===== config.mk =====
export PLATFORM = sky130hd
export DESIGN_NAME = match_ctrl_flat
export DESIGN_NICKNAME = d
export VERILOG_FILES = /design/src/rtl/match_ctrl_if.sv /design/src/rtl/match_ctrl.sv /design/src/flat_wrapper.sv
export SDC_FILE = /design/constraint.sdc
export NUM_CORES = 1
export LEC_CHECK = 0
export ABC_AREA = 1
export CAP_MARGIN = 20
export CORE_UTILIZATION = 53
export CTS_BUF_LIST = sky130_fd_sc_hd__clkbuf_8
export CTS_CLUSTER_DIAMETER = 120
export DETAILED_ROUTE_END_ITERATION = 10
export PLACE_DENSITY = 0.78
export SLEW_MARGIN = 5
export SYNTH_ARGS = -nofsm -noshare
export SYNTH_HDL_FRONTEND = slang
export SYNTH_SLANG_ARGS = --single-unit

===== constraint.sdc =====
create_clock -name clk -period 1.8 [get_ports clk]
set_clock_uncertainty 0.2 [all_clocks]
set_input_delay 0.18 -clock clk [delete_from_list [all_inputs] [get_ports clk]]
set_output_delay 0.18 -clock clk [all_outputs]
set_load 0.005 [all_outputs]

===== src/rtl/match_ctrl_if.sv =====
`default_nettype none
// ============================================================================
//  Module      : match_ctrl_if
//  Description : Physics-engine result/enable bundle between the game-flow
//                controller and the physics engine.
//                  phys_en        - one-cycle physics update enable (ctrl -> engine)
//                  phys_valid     - result valid (engine -> ctrl)
//                  phys_game_over - ball touched the floor, qualified by valid
//                  phys_winner    - 1 = P1 scores, 2 = P2 scores, 0/3 = none
//                Modport master is the controller side, slave the engine side.
//  Revision    : 1.0 - initial release
// ============================================================================
interface match_ctrl_if;
    logic       phys_en;
    logic       phys_valid;
    logic       phys_game_over;
    logic [1:0] phys_winner;

    modport master (
        output phys_en,
        input  phys_valid,
        input  phys_game_over,
        input  phys_winner
    );

    modport slave (
        input  phys_en,
        output phys_valid,
        output phys_game_over,
        output phys_winner
    );
endinterface
`default_nettype wire


===== src/rtl/match_ctrl.sv =====
`default_nettype none
// ============================================================================
//  Module      : match_ctrl
//  Description : Game-flow controller on the consumer side of the physics
//                engine. Generates the free-running frame tick, gates the
//                per-frame physics enable during rallies, accepts scored
//                points, keeps both scores and sequences
//                IDLE -> SERVE -> PLAY -> POINT / MATCH_OVER.
//  Ports       : clk, rst          - clock, synchronous active-high reset
//                start             - one-cycle start-button pulse
//                phys (master)     - physics enable out / results in
//                frame_tick        - one-cycle pulse per frame
//                p1_score/p2_score - player points (5 bits)
//                state             - 0 IDLE,1 SERVE,2 PLAY,3 POINT,4 MATCH_OVER
//                score_evt         - one-cycle pulse when a score changes
//                match_winner      - 0 none, 1 P1, 2 P2 (valid in MATCH_OVER)
//  Revision    : 1.0 - initial release
// ============================================================================
module match_ctrl #(
    parameter int FRAME_DIV    = 1666666,
    parameter int SERVE_FRAMES = 60,
    parameter int POINT_FRAMES = 90,
    parameter int WIN_SCORE    = 15
) (
    input  wire logic        clk,
    input  wire logic        rst,
    input  wire logic        start,
    match_ctrl_if.master     phys,
    output logic             frame_tick,
    output logic [4:0]       p1_score,
    output logic [4:0]       p2_score,
    output logic [2:0]       state,
    output logic             score_evt,
    output logic [1:0]       match_winner
);

    localparam int FD_W    = (FRAME_DIV > 1) ? $clog2(FRAME_DIV) : 1;
    localparam int SFC_MAX = (SERVE_FRAMES > POINT_FRAMES) ? SERVE_FRAMES : POINT_FRAMES;
    localparam int SFC_W   = $clog2(SFC_MAX + 1);

    localparam logic [FD_W-1:0]  c_FRAME_LAST = FD_W'(FRAME_DIV - 1);
    localparam logic [SFC_W-1:0] c_SERVE_LAST = SFC_W'(SERVE_FRAMES - 1);
    localparam logic [SFC_W-1:0] c_POINT_LAST = SFC_W'(POINT_FRAMES - 1);
    localparam logic [4:0]       c_WIN_SCORE  = 5'(WIN_SCORE);

    typedef enum logic [2:0] {
        S_IDLE       = 3'd0,
        S_SERVE      = 3'd1,
        S_PLAY       = 3'd2,
        S_POINT      = 3'd3,
        S_MATCH_OVER = 3'd4
    } state_t;

    state_t            r_state;
    state_t            w_state_next;
    logic [FD_W-1:0]   r_frame_cnt;
    logic              r_frame_tick;
    logic [SFC_W-1:0]  r_sfc;
    logic [4:0]        r_p1;
    logic [4:0]        r_p2;
    logic [1:0]        r_winner;
    logic              r_score_evt;
    logic              r_phys_en;

    logic              w_accept;
    logic [4:0]        w_p1_inc;
    logic [4:0]        w_p2_inc;
    logic [4:0]        w_p1_next;
    logic [4:0]        w_p2_next;
    logic [1:0]        w_winner_next;
    logic              w_score_evt_next;
    logic              w_phys_en_next;

    // ------------------------------------------------------------------
    // Free-running frame divider; the tick is registered so it appears in
    // the cycle after the counter sits on its last value.
    // ------------------------------------------------------------------
    always_ff @(posedge clk) begin
        if (rst) begin
            r_frame_cnt  <= '0;
            r_frame_tick <= 1'b0;
        end else begin
            r_frame_tick <= (r_frame_cnt == c_FRAME_LAST);
            if (r_frame_cnt == c_FRAME_LAST) begin
                r_frame_cnt <= '0;
            end else begin
                r_frame_cnt <= r_frame_cnt + FD_W'(1);
            end
        end
    end

    // ------------------------------------------------------------------
    // State register
    // ------------------------------------------------------------------
    always_ff @(posedge clk) begin
        if (rst) begin
            r_state <= S_IDLE;
        end else begin
            r_state <= w_state_next;
        end
    end

    // ------------------------------------------------------------------
    // Next-state, score and output logic
    // ------------------------------------------------------------------
    always_comb begin
        w_state_next     = r_state;
        w_p1_next        = r_p1;
        w_p2_next        = r_p2;
        w_winner_next    = r_winner;
        w_score_evt_next = 1'b0;
        w_p1_inc         = r_p1 + 5'd1;
        w_p2_inc         = r_p2 + 5'd1;

        // Only a real winner code during a rally counts as a point.
        w_accept = (r_state == S_PLAY) && phys.phys_valid && phys.phys_game_over &&
                   ((phys.phys_winner == 2'd1) || (phys.phys_winner == 2'd2));

        case (r_state)
            S_IDLE: begin
                if (start) begin
                    w_state_next = S_SERVE;
                end
            end
            S_SERVE: begin
                if (r_frame_tick && (r_sfc == c_SERVE_LAST)) begin
                    w_state_next = S_PLAY;
                end
            end
            S_PLAY: begin
                if (w_accept) begin
                    w_score_evt_next = 1'b1;
                    if (phys.phys_winner == 2'd1) begin
                        w_p1_next = w_p1_inc;
                        if (w_p1_inc == c_WIN_SCORE) begin
                            w_state_next  = S_MATCH_OVER;
                            w_winner_next = 2'd1;
                        end else begin
                            w_state_next = S_POINT;
                        end
                    end else begin
                        w_p2_next = w_p2_inc;
                        if (w_p2_inc == c_WIN_SCORE) begin
                            w_state_next  = S_MATCH_OVER;
                            w_winner_next = 2'd2;
                        end else begin
                            w_state_next = S_POINT;
                        end
                    end
                end
            end
            S_POINT: begin
                if (r_frame_tick && (r_sfc == c_POINT_LAST)) begin
                    w_state_next = S_SERVE;
                end
            end
            S_MATCH_OVER: begin
                // A new match clears the board; the clear is itself a score change.
                if (start) begin
                    w_state_next     = S_SERVE;
                    w_p1_next        = 5'd0;
                    w_p2_next        = 5'd0;
                    w_winner_next    = 2'd0;
                    w_score_evt_next = 1'b1;
                end
            end
            default: begin
                w_state_next = S_IDLE;
            end
        endcase

        // A point scored on the tick cycle ends the rally, so no update follows.
        w_phys_en_next = r_frame_tick && (r_state == S_PLAY) && !w_accept;
    end

    // ------------------------------------------------------------------
    // Scores, per-state frame counter and registered pulses
    // ------------------------------------------------------------------
    always_ff @(posedge clk) begin
        if (rst) begin
            r_p1        <= 5'd0;
            r_p2        <= 5'd0;
            r_winner    <= 2'd0;
            r_score_evt <= 1'b0;
            r_phys_en   <= 1'b0;
            r_sfc       <= '0;
        end else begin
            r_p1        <= w_p1_next;
            r_p2        <= w_p2_next;
            r_winner    <= w_winner_next;
            r_score_evt <= w_score_evt_next;
            r_phys_en   <= w_phys_en_next;
            if (w_state_next != r_state) begin
                r_sfc <= '0;
            end else if (r_frame_tick) begin
                r_sfc <= r_sfc + SFC_W'(1);
            end
        end
    end

    assign phys.phys_en  = r_phys_en;
    assign frame_tick    = r_frame_tick;
    assign p1_score      = r_p1;
    assign p2_score      = r_p2;
    assign state         = r_state;
    assign score_evt     = r_score_evt;
    assign match_winner  = r_winner;

endmodule
`default_nettype wire


===== src/flat_wrapper.sv =====
// flat-port wrapper written by rule: the top's interface ports become plain ports
module match_ctrl_flat 
#(
    parameter int FRAME_DIV    = 1666666,
    parameter int SERVE_FRAMES = 60,
    parameter int POINT_FRAMES = 90,
    parameter int WIN_SCORE    = 15
)
  (clk, rst, start, frame_tick, p1_score, p2_score, state, score_evt, match_winner, phys_phys_en, phys_phys_valid, phys_phys_game_over, phys_phys_winner);
  match_ctrl_if phys_i ();
  input  wire logic clk;
  input  wire logic rst;
  input  wire logic start;
  output logic frame_tick;
  output logic [4:0] p1_score;
  output logic [4:0] p2_score;
  output logic [2:0] state;
  output logic score_evt;
  output logic [1:0] match_winner;
  output wire logic [$bits(phys_i.phys_en)-1:0] phys_phys_en;
  input wire logic [$bits(phys_i.phys_valid)-1:0] phys_phys_valid;
  input wire logic [$bits(phys_i.phys_game_over)-1:0] phys_phys_game_over;
  input wire logic [$bits(phys_i.phys_winner)-1:0] phys_phys_winner;
  assign phys_phys_en = phys_i.phys_en;
  assign phys_i.phys_valid = phys_phys_valid;
  assign phys_i.phys_game_over = phys_phys_game_over;
  assign phys_i.phys_winner = phys_phys_winner;
  match_ctrl #(.FRAME_DIV(FRAME_DIV), .SERVE_FRAMES(SERVE_FRAMES), .POINT_FRAMES(POINT_FRAMES), .WIN_SCORE(WIN_SCORE)) u_core (.clk(clk), .rst(rst), .start(start), .phys(phys_i), .frame_tick(frame_tick), .p1_score(p1_score), .p2_score(p2_score), .state(state), .score_evt(score_evt), .match_winner(match_winner));
endmodule

==> run summary, run 1 <==
Total CTS buffers: 5
DRC: 0
Worst hold start: u_core.r_frame_cnt[20]
Highest clock rate: 0.5023 GHz
Startpoint types: flop
Core Rows: 24
Hold Path Depth: 2
Leak Pwr: 0.001291 uW
Final hold viol count: 0
Top cell type's share of synthesized area: 37.84%
Vias in the first global route: 2,137
Die ar.: 0.004866 mm2
Share of flip-flops with an asynchronous set or reset: 0%
Reg2Reg Setup Slack: -0.19 ns
Worst hold path type: flop to flop
Worst Setup SP: u_core.p1_score[1]
Sequential Power Share: 53.1%
Setup tns final: -1.217 ns
Slowest stage cell, crit path: dfxtp_4
Worst Path Buf+Inv: 1
Arrival time at the worst endpoint: 2.03 ns
Share of cells above drive strength 1: 36.78%
Syn Nets: 338
Pins Over Slew Limit: 0
Family with the most delay on the worst path: simple AND/OR/NAND/NOR gates
Area Overhead vs Synth: 42.57%
Sw frac: 21.58%
Post-synth EDFFs: 0
Slew headroom: 76.16%
Fin nets: 413
Synth area leader: dfxtp_1
Clock tree buffer depth: 2
Synth Instances: 322
Top-count cell post-synth: dfxtp_1
Sequential element share of the synthesized area: 37.84%
Routability cong.: 0.8369
Mean post-synth cell area: 7.558 um2
Mean number of vias per cell: 5.314
Clock Power Share: 40.4%
Worst skew pair latency: 0.30 ns
MaxCap Viol Count: 0
Layout Cells excl Fill: 449
Power after layout: 1940 uW
GR Util met1: 28.79%
Boundary pin count: 25
DIE WIDTH: 69.76 um
Outcome: complete, but fails checks
Critical path class: flop to flop
Met3 GRT Util: 5.523%
CP Capture Type: flop
Failing checks: negative setup slack
Hold Path Sink: u_core.r_frame_cnt[20]
Cell mode on critical path: nand2_2
Drt initial violations: 141
CTS hold repair buffers: 0
Gr usage total: 23.56%
Largest net degree at the start of global routing: 17
Final setup violation count: 8
Unrepaired setup endpoints after global routing: yes
Pre-CTS setup slack: -0.4528 ns
DP Cell Count: 426
Initial antenna violation count: 0
Synth Warn #: 0
Grt total ovfl: 0
First-pass GRT wire length: 9163 um
Crit-path max FO: 7
Tmin final: 1.991 ns
CTS tree: built
GR Util met2: 39.74%
Internal cell power: 1521 uW
Reg2Reg Depth: 13
Crit-path cells: ha_4 > inv_2 > nand2_2 > nand2_2 > nor2_2 > nand2_2 > a21oi_2 > nand2_2 > nand2_2 > nand2_2 > nand2_2 > nand2_4 > nor3_2
Synth top cells by count: dfxtp_1 (46), nor2_1 (45), inv_1 (43), nand2_1 (43), a21oi_1 (20)
Starting Density: 55.51%
Required time of the critical path: 1.84 ns
WL final: 6283 um
Pre-antenna DRT Iters: 4
Vias: 2,386
Clk root buf: clkbuf_8
Die Y: 69.76 um
H-tree depth: 2
Grt peak-use layer: met2
Synth area leaders: dfxtp_1 (38%), nor2_1 (6.9%), inv_1 (6.6%), nand2_1 (6.6%), ha_1 (4.6%)
Clock Pin Slew Worst Setup and Hold Paths: 0.08 ns
Peak supply drop: 0.0006526 V
Tightest Pin Transition: 0.3544 ns
FF+latch count, synth: 46
Dpl hpwl: 3626 um
R2R Path Start: u_core.p1_score[1]
R2r endpoint: u_core.r_sfc[2]
I/O Buffers: 24
Logic pwr share: 6.5%
Top_reg_cell synth: dfxtp_1
PwrDens: 559.1 mW/mm2
Period utilization: 110.6%
Post-Synthesis Cell Area: 0.002434 mm2
Antenna-violating nets left: 0
Core ar.: 0.004384 mm2
Clk sinks: 46
Max incr delay on CP: 0.38 ns
Unique masters post-synth: 36
Diodes inserted: 0
Final setup margin: -0.1908 ns
Net Sw Power: 418.6 uW
Routed len/inst: 13.99 um
[power groups by stage]
| stage | Sequential, uW | Combinational [uW] | Clock [uW] |
|---|---|---|---|
| 3_5_place_dp | 1050 | 101 | 0 |
| 2_1_floorplan | 1050 | 56.6 | 0 |
| 6_report | 1030 | 125 | 784 |
| 4_1_cts | 1030 | 105 | 791 |
| 5_1_grt | 1030 | 136 | 835 |
| 3_3_place_gp | 1050 | 99.3 | 0 |
[routing by layer]
layer  vias to the layer above  wire (um)  part of all wire (%)
met5                         -          0                     0
met4                         0        216                   3.4
met2                        69       3165                    50
met3                        23        239                   3.8
li1                       1193          -                     -
met1                      1101       2661                    42
[layout by cell type, fill, tap and decap left out, types with 7 or more instances in the layout]
master,netlist,final
a21oi_1,20,19
buf_4,0,42
clkdlybuf4s50_1,0,22
dfxtp_1,46,32
dfxtp_2,0,11
inv_1,43,35
inv_2,5,12
nand2_1,43,30
nand2_2,5,18
nand3_1,17,13
nand4_1,11,11
nor2_1,45,39
nor2_4,2,8
nor3_1,10,7
nor3_2,7,9
xor2_1,10,10
[how the worst max path moves through the flow]
stage                                        end  slack [ns]  depth (start not counted)
after floorplan           u_core.r_frame_cnt[18]       -0.01                          9
after global placement           u_core.r_sfc[1]       -0.43                         12
after detailed placement         u_core.r_sfc[0]       -0.45                         13
after CTS                        u_core.r_sfc[6]       -0.06                         13
after global routing             u_core.r_sfc[2]       -0.31                         13
final                            u_core.r_sfc[2]       -0.19                         13
[cells by family (layout without fill, tap and decap cells)]
family	Yosys count	after routing	share of synthesized area (%)
AND/OR/NAND/NOR	160	160	34.50
adder cells (fa/ha/maj)	9	9	4.627
AO/OA/AOI/OAI	39	39	9.152
buffers and inverters	52	127	8.123
flip-flops	46	46	37.84
XOR/XNOR	16	16	5.758
[timing repair]
action | 4_1_cts | 5_1_grt
setup buffers | 8 | 7
gates resized for setup | 20 | 71
gates cloned | 0 | 1
endpoints found under the setup margin | 19 | 41
pin swaps | 12 | 29
[state kept, by name (all words and copies together), names as in the netlist]
| signal | count |
|---|---|
| u_core.phys.phys_en | 1 |
| u_core.frame_tick | 1 |
| u_core.state | 3 |
| u_core.score_evt | 1 |
| u_core.match_winner | 2 |
| u_core.r_frame_cnt | 21 |
| u_core.p1_score | 5 |
| u_core.r_sfc | 7 |
| u_core.p2_score | 5 |
[worst reg2reg max path: stages (launching register included)]
cell and delay (ns):
dfxtp_4 0.38, ha_4 0.14, inv_2 0.03, nand2_2 0.06, nand2_2 0.06, nor2_2 0.12, nand2_2 0.09, a21oi_2 0.18
nand2_2 0.12, nand2_2 0.13, nand2_2 0.07, nand2_2 0.08, nand2_4 0.10, nor3_2 0.17
[stage by stage]
stage	hold WS [ns]	util, %	area, um2
after detailed placement	0.2630	67.55	2962
after CTS	0.2755	72.63	3184
final	0.2756	79.14	3470
after floorplan	0.1300	-	2434
after global placement	0.2582	67.55	2962
after global routing	0.3109	79.14	3470
[area by class of cell]
cell class,instances,area (um2)
clock buffers,6,82.58
repair buffers,72,623.1
multi-input cells,224,1538
flip-flops and latches,46,945.9
well taps,52,65.06
fillers,275,914.6
clock inverters,1,30.03
inverters,48,185.2
No activity file was read; power rests on OpenSTA's default activity.
==> inputs of run 2 (changes only) <==
TNS_END_PERCENT = 1   (was not set)
==> run 2 against run 1 <==
Net effect:
- the flow still finishes with violations (negative setup slack)
- core utilization shrank 6.1 points
- final area shrank 7.7%
- total power shrank 1.7%
- sequential share of layout area grew 2.1 points
- clock power shrank 1%
- maximum frequency grew 3.3%
- via count shrank 7.3%
- flip-flop and latch count is the same
- final cell count shrank 2.7%
- first-iteration DRC count shrank 9.2%
- sequential power is essentially flat
- largest power group unchanged
==> run summary, run 2 (synthesis gave the netlist of run 1 again) <==
Core Rows: 24
Mean number of vias per cell: 5.062
Leak Pwr: 0.001227 uW
Die ar.: 0.004866 mm2
Critical path class: flop to flop
Vias: 2,212
Max reg flops: 21
Final hold viol count: 0
Grt total ovfl: 0
Period utilization: 107.0%
WL final: 5062 um
DRC: 0
Routed len/inst: 11.58 um
CTS tree: built
Area Overhead vs Synth: 31.57%
Die Y: 69.76 um
Share of cells above drive strength 1: 28.05%
Top reg by flops: u_core.r_frame_cnt
Sequential Power Share: 53.9%
Clk sinks: 46
Clock tree buffer depth: 2
Clock Power Share: 40.5%
Vias in the first global route: 2,081
Largest net degree at the start of global routing: 17
Routability cong.: 0.8369
Clock Pin Slew Worst Setup and Hold Paths: 0.08 ns
Net Sw Power: 394.4 uW
Fin nets: 401
Logic pwr share: 5.6%
Gr usage total: 22.67%
DIE WIDTH: 69.76 um
Arrival time at the worst endpoint: 1.96 ns
Initial antenna violation count: 0
Tmin final: 1.926 ns
Tightest Pin Transition: 0.3560 ns
Pre-antenna DRT Iters: 4
Failing checks: negative setup slack
Dpl hpwl: 3626 um
Starting Density: 55.51%
First-pass GRT wire length: 8845 um
Startpoint types: flop
Required time of the critical path: 1.83 ns
Most frequent cells in the layout: nor2_1 (45), inv_1 (38), nand2_1 (36), dfxtp_1 (35), buf_4 (34)
Layout Cells excl Fill: 437
Highest clock rate: 0.5191 GHz
Peak supply drop: 0.0006909 V
PwrDens: 595.7 mW/mm2
Final setup margin: -0.1265 ns
Clk root buf: clkbuf_8
Unrepaired setup endpoints after global routing: yes
Setup tns final: -0.7963 ns
DP Cell Count: 426
Final setup violation count: 8
MaxCap Viol Count: 0
Reg2Reg Depth: 13
H-tree depth: 2
FILL cells: 351
Internal cell power: 1513 uW
Slew headroom: 76.04%
Drt initial violations: 128
Top Registers: u_core.r_frame_cnt (21), u_core.r_sfc (7)
Worst skew pair latency: 0.30 ns
CP Capture Type: flop
I/O Buffers: 24
Pins Over Slew Limit: 0
Outcome: complete, but fails checks
Diodes inserted: 0
Sw frac: 20.68%
Boundary pin count: 25
Antenna-violating nets left: 0
Crit-path max FO: 7
Worst hold path type: flop to flop
Hold Path Depth: 2
Total CTS buffers: 5
Commonest non-fill, non-tap cell in the layout: nor2_1
Core ar.: 0.004384 mm2
[run 2: path summary, 6_finish.rpt]
check | start | end | slack (ns)
setup reg to reg | u_core.p1_score[1] | u_core.r_sfc[2] | -0.13
setup / recovery | u_core.p1_score[1] | u_core.r_sfc[2] | -0.13
hold / removal | u_core.r_frame_cnt[20] | u_core.r_frame_cnt[20] | 0.28
hold reg to reg | u_core.r_frame_cnt[20] | u_core.r_frame_cnt[20] | 0.28
[run 2: critical path: stages, from the launching register on]
cell     delay [ns]
dfxtp_4        0.38
ha_4           0.14
inv_2          0.04
nand2_2        0.07
nand2_2        0.07
nor2_1         0.11
nand2_1        0.10
a21oi_2        0.16
nand2_2        0.09
nand2_2        0.11
nand2_2        0.06
nand2_2        0.08
nand2_4        0.10
nor3_2         0.17
[run 2: stage by stage]
| stage | setup slack [ns] | hold slack [ns] | utilization [%] | power (uW) | cell area (um2) |
|---|---|---|---|---|---|
| detailed placement | -0.4528 | 0.2630 | 67.55 | 1155 | 2962 |
| CTS | -0.09329 | 0.2755 | 70.95 | 1926 | 3110 |
| global placement | -0.4302 | 0.2582 | 67.55 | 1153 | 2962 |
| floorplan | -0.01322 | 0.1300 | - | 1111 | 2434 |
| global route | -0.2580 | 0.3000 | 73.03 | 1974 | 3202 |
| finish | -0.1265 | 0.2770 | 73.03 | 1907 | 3202 |
[run 2: final cells by class]
cell class | count | area (um2) | share of cell area, %
clock buffers | 6 | 82.58 | 2.579
clock inverters | 1 | 30.03 | 0.9379
inverters | 48 | 182.7 | 5.705
multi-input cells | 224 | 1386 | 43.30
flip-flops and latches | 46 | 939.7 | 29.35
well taps | 52 | 65.06 | 2.032
repair buffers | 60 | 515.5 | 16.10
[run 2: what timing repair did]
action,in CTS,in global routing
pin swaps,8,20
endpoints found under the setup margin,19,41
cloned,0,0
hold buffers,0,0
buffers inserted,3,1
resized for setup,10,31
[run 2: layer usage]
metal  part of all wire, %  track usage [%]  routed length (um)
met1                    46            27.97                2321
met2                    48            38.25                2449
met3                   3.6            5.233                 180
met4                   2.2            8.667                 111
met5                     0                0                   0
[run 2: power by group through the flow]
stage	registers [uW]	clock network, uW	logic (uW)
5_1_grt	1030	827	117
3_5_place_dp	1050	0	101
3_3_place_gp	1050	0	99.3
4_1_cts	1030	791	105
2_1_floorplan	1050	0	56.6
6_report	1030	773	106
